## src/rtl/robotron_sound_sched.sv

```systemverilog
// Fixed-priority sound command scheduler driving robotron_sound PB_IN/HAND_IN (active-low, 6'h3F idle).
// Optional HOLD preemption by a higher-priority requester: define ROBOTRON_SND_PREEMPT_EN.
module robotron_sound_sched #(
  parameter  int NREQ        = 4,
  parameter  int HOLD_CYCLES = 64,
  parameter  int GAP_CYCLES  = 32,
  localparam int IDW         = (NREQ > 1) ? $clog2(NREQ) : 1
) (
  input  logic              clk_cpu,
  input  logic              reset,
  input  logic [NREQ-1:0]   req,
  input  logic [6*NREQ-1:0] code,
  output logic [NREQ-1:0]   ack,
  output logic              busy,
  output logic [IDW-1:0]    cur_id,
  output logic [5:0]        pb_out,
  output logic              hand_out
);

  localparam int MAXC = (HOLD_CYCLES > GAP_CYCLES) ? HOLD_CYCLES : GAP_CYCLES;
  localparam int CW   = (MAXC > 1) ? $clog2(MAXC) : 1;
  localparam logic [5:0] PB_IDLE = 6'h3F;

  typedef enum logic [1:0] {S_IDLE, S_HOLD, S_GAP} state_t;

  state_t                 r_state, w_state_nxt;
  logic [CW-1:0]          r_cnt, w_cnt_nxt;
  logic [NREQ-1:0]        r_ack, w_ack_nxt;
  logic [IDW-1:0]         r_cur, w_cur_nxt;
  logic [5:0]             r_pb, w_pb_nxt;
  logic                   r_hand, w_hand_nxt;

  logic [NREQ-1:0][5:0]   w_code;
  logic                   w_any;
  logic [IDW-1:0]         w_gid;
  logic [5:0]             w_gcode;
  logic                   w_preempt;

  for (genvar gi = 0; gi < NREQ; gi++) begin : g_slice
    assign w_code[gi] = code[6*gi +: 6];
  end

`ifdef ROBOTRON_SND_PREEMPT_EN
  // Any pending request strictly above the current holder's priority.
  logic [NREQ-1:0] w_hi;
  for (genvar gi = 0; gi < NREQ; gi++) begin : g_hi
    assign w_hi[gi] = req[gi] && (IDW'(gi) < r_cur);
  end
  assign w_preempt = |w_hi;
`else
  assign w_preempt = 1'b0;
`endif

  always_comb begin
    w_gid = '0;
    for (int i = NREQ-1; i >= 0; i--) begin
      if (req[i]) w_gid = IDW'(i);
    end
  end

  assign w_any   = |req;
  assign w_gcode = w_code[w_gid];

  always_comb begin
    w_state_nxt = r_state;
    w_cnt_nxt   = r_cnt + 1'b1;
    w_ack_nxt   = '0;
    w_cur_nxt   = r_cur;
    w_pb_nxt    = r_pb;
    w_hand_nxt  = r_hand;
    case (r_state)
      S_IDLE: begin
        w_cnt_nxt = '0;
        if (w_any) begin
          w_ack_nxt = NREQ'(1) << w_gid;
          w_cur_nxt = w_gid;
          // A zero code would look like idle on the bus, so it is acked without holding.
          if (w_gcode != 6'h00) begin
            w_state_nxt = S_HOLD;
            w_pb_nxt    = ~w_gcode;
            w_hand_nxt  = 1'b0;
          end
        end
      end
      S_HOLD: begin
        if (w_preempt || r_cnt == CW'(HOLD_CYCLES-1)) begin
          w_state_nxt = S_GAP;
          w_cnt_nxt   = '0;
          w_pb_nxt    = PB_IDLE;
          w_hand_nxt  = 1'b1;
        end
      end
      S_GAP: begin
        if (r_cnt == CW'(GAP_CYCLES-1)) begin
          w_state_nxt = S_IDLE;
          w_cnt_nxt   = '0;
        end
      end
      default: begin
        w_state_nxt = S_IDLE;
        w_cnt_nxt   = '0;
        w_pb_nxt    = PB_IDLE;
        w_hand_nxt  = 1'b1;
      end
    endcase
  end

  always_ff @(posedge clk_cpu) begin
    if (reset) begin
      r_state <= S_IDLE;
      r_cnt   <= '0;
      r_ack   <= '0;
      r_cur   <= '0;
      r_pb    <= PB_IDLE;
      r_hand  <= 1'b1;
    end else begin
      r_state <= w_state_nxt;
      r_cnt   <= w_cnt_nxt;
      r_ack   <= w_ack_nxt;
      r_cur   <= w_cur_nxt;
      r_pb    <= w_pb_nxt;
      r_hand  <= w_hand_nxt;
    end
  end

  assign ack      = r_ack;
  assign busy     = (r_state != S_IDLE);
  assign cur_id   = r_cur;
  assign pb_out   = r_pb;
  assign hand_out = r_hand;

endmodule

```

## config.mk

```make
export PLATFORM = sky130hd
export DESIGN_NAME = robotron_sound_sched
export DESIGN_NICKNAME = d
export VERILOG_FILES = /design/src/rtl/robotron_sound_sched.sv
export SDC_FILE = /design/constraint.sdc
export NUM_CORES = 1
export LEC_CHECK = 0
export ABC_CLOCK_PERIOD_IN_PS = 2160
export CAP_MARGIN = 20
export CORE_UTILIZATION = 44
export DETAILED_ROUTE_END_ITERATION = 6
export PLACE_DENSITY = 0.82
export SYNTH_ARGS = -nofsm -noshare
export SYNTH_HDL_FRONTEND = slang
export SYNTH_SLANG_ARGS = --single-unit
```

## constraint.sdc

```tcl
create_clock -name clk_cpu -period 2.16 [get_ports clk_cpu]
set_input_delay 0.432 -clock clk_cpu [delete_from_list [all_inputs] [get_ports clk_cpu]]
set_output_delay 0.432 -clock clk_cpu [all_outputs]
set_load 0.005 [all_outputs]
```

==> impl_results.md <==
* Worst-Skew Late Latency at 300 ps
* Net switching component of the power at approximately 0.0005 W
* Post-DP Area at between 1500 and 2000 µm²
* Row cnt at 19
* FMAX at about 0.48 GHz
* Synth top cells by count: nor2_1 (22), dfxtp_1 (21), inv_1 (8), nand2_1 (7), nor3b_1 (7)
* Full die area at between 3000 and 4000 µm²
* First-pass GRT wire length at approximately 5.8 mm
* CTS Buf Count at 3
* Dominant cells by area after synthesis: dfxtp_1 (33%), nor2_1 (6.6%), nor3b_1 (4.2%)
* Core ar. at between 2000 and 3000 µm²
* Post-synth top flop: dfxtp_1
* EDFF count, synth at 0
* Most common cell in the netlist: nor2_1
* Tcrit/Tclk final at 0.9605
* Area of the multi-input gates at 787.0 µm²
* R2R cell count at 7
* Final wirelength at around 3.5 mm
* Gpl congestion at roughly 0.8
* CTS Buffer Depth at 2
* Total track usage at 0.2340
* ANT cells at 0
* Yosys cell types at 46
* Worst EP arrival at ~1600 ps
* Syn Std Cell Area at around 1300 µm²
* Place WS at -457.8 ps
* Smallest hold slack at 459.5 ps
* Htree depth at 1
* Global route total overflow at 0
* Postcts setup bufs at 0
* Total chip power at between 0.001 and 0.0015 W
* Fin cells at about 240
* Reg clk slew, reported paths at ~110 ps
* Clk sink count at 21
* Max_slew headroom at 0.6936
* Input/output buffers at 43
* Crit Reg-Reg Startpoint: r_cnt[0]$_SDFF_PP0_
* Status: finished clean
* DRC viols at 0
* Dpl hpwl at between 2 and 3 mm
* Hold Crit Class: flip-flop to flip-flop
* Final WS setup at roughly 85 ps
* Setup CP Type: flip-flop to output pin
* Setup violators final at 0
* Synth area leader: dfxtp_1
* DP Cell Count at between 200 and 250
* Sequential share of the synthesized area at 0.3350
* Area share of the largest cell type after synthesis at 0.3350
* Worst slew pin tran at 455.7 ps
* Combinational share of power at 0.516
* Worst R2R Setup Slack at between 300 and 400 ps
* Hold Crit Depth at 1
* Initial antenna violation count at 0
* Fin area at between 1500 and 2000 µm²
* CP endpoint kind: output pin
* Initial Utilization at 0.4590
* DR iter-0 viols at between 40 and 50
* Leakage at between 0.7 and 0.8 nW
* R2R Path End: r_state[1]$_SDFFE_PP0P_
* Final layout net count at around 240
* Drt wl/cell at 14.85 µm
* Max IR drop VDD at between 0.0005 and 0.0006 V
* Post-synth ARST share at 0
* Crit path time final at about 2100 ps
* Average cell area after synthesis at roughly 8.7 µm²
* Die W at between 50 and 60 µm
* Max FO, Critical Path at 9
* FF/Latch Area at 421.7 µm²
* Clock power share at 0.126
* Root buffer cell: clkbuf_4
* P per Cell Area at ~800 nW/µm²
* Cells after Synth at between 100 and 150
* Vias/cell at 5.532
* Fin. Hold Viols at 0
* RSZ-0062 raised after global routing: false
* Vias in the first global route at 1342
* Internal at 0.0009685 W
* #FFs+latches synth at 21
* Final max-slew violation count at 0
* Die Y at approximately 55 µm
* Hold worst-path end: r_cnt[0]$_SDFF_PP0_
* 1st-pass router iterations at 4
* Share of cells above drive strength 1 at 0.2059
* P&R area growth vs syn at 50.35%
* Fin Clk Skew at 4.653 ps
* Synthesized net count at 179
* WP data required at around 1700 ps
* CP Launch Type: flip-flop
* CTS tree: yes
* Via count at 1300
* Max Cap Viol at 0
* Antenna-violating nets left at 0
* Syn. warnings at 0
* Sw frac at 0.3400
* Num ports at 44
* Share of power burned in registers at 0.358
* Hold_sp: r_cnt[0]$_SDFF_PP0_
* # fillers at around 230
* Largest net degree at the start of global routing at 12
[cells in the final DEF (no fill, tap or decap), types with 2 or more instances in the layout]
cell type        count
a21oi_1              4
buf_4               18
clkbuf_4             3
clkdlybuf4s50_1     39
dfxtp_1             20
dlygate4sd2_1        2
dlymetal6s2s_1       2
ha_1                 3
inv_1                7
inv_2                2
mux2_4               2
mux2i_1              4
nand2_1              7
nand3_1              4
nor2_1              22
nor2b_1              6
nor3_1               2
nor3_2               3
nor3b_1              6
o2111ai_1            2
o21ai_0              3
o21ai_1              2
o21bai_1             3
o22a_1               3
o31ai_1              3
or2_2                2
xnor2_1              3
[critical path: stages, from the launching register on]
cell and delay (ps):
dfxtp_1 350, inv_1 80, ha_2 240, inv_2 130, clkdlybuf4s50_1 530
[layer usage]
metal,part of all wire,global-route usage
met1,0.42,0.2770
met2,0.52,0.4165
met3,0.044,0.04450
met4,0.019,0.08571
met5,0,0
[worst max-delay path by stage]
stage / startpoint / cells past startpoint / endpoint
final: r_state[1]$_SDFFE_PP0P_ / 4 / busy
after global routing: r_state[1]$_SDFFE_PP0P_ / 4 / busy
after CTS: req[1] / 7 / pb_out[1]$_SDFFE_PP1P_
after detailed placement: req[3] / 8 / pb_out[4]$_SDFFE_PP1P_
after global placement: req[3] / 7 / pb_out[4]$_SDFFE_PP1P_
after floorplan: req[1] / 6 / pb_out[4]$_SDFFE_PP1P_
[power by group through the flow]
stage	logic (W)	clock network, W	registers (W)
floorplan	0.000399	0	0.000532
global placement	0.000714	0	0.000528
detailed placement	0.000739	0	0.000533
CTS	0.000755	0.000190	0.000524
global route	0.000822	0.000207	0.000538
finish	0.000757	0.000185	0.000526
[logic make-up after synthesis]
group | share of synthesized area
buf+inv | 0.06181
compound gates | 0.1874
fa+ha+maj | 0.03988
flops | 0.3350
xor+xnor | 0.02792
simple gates | 0.2921
mux | 0.05583
[metrics by stage]
step / util / setup TNS, ps
finish: 0.6902 / 0
detailed placement: 0.6668 / -3723
CTS: 0.6824 / 0
global route: 0.6902 / 0
global placement: 0.6668 / -2822
floorplan: - / 0
[state kept, by name (all words and copies together), names as in the netlist]
name	count
pb_out	6
r_cnt	6
ack	4
cur_id	2
r_state	2
hand_out	1
[layout make-up]
| type | count | area share |
|---|---|---|
| well taps | 31 | 0.02056 |
| clock buffers | 4 | 0.01393 |
| repair buffers | 62 | 0.3070 |
| flip-flops and latches | 21 | 0.2235 |
| inverters | 9 | 0.01790 |
| multi-input cells | 108 | 0.4171 |
[timing repair]
| action | CTS | global route |
|---|---|---|
| resized for setup | 8 | 7 |
| setup endpoints to repair | 9 | 9 |
| pin swaps | 0 | 3 |
| hold buffers | 0 | 0 |
Note: power is estimated with default switching activity, not from simulation.
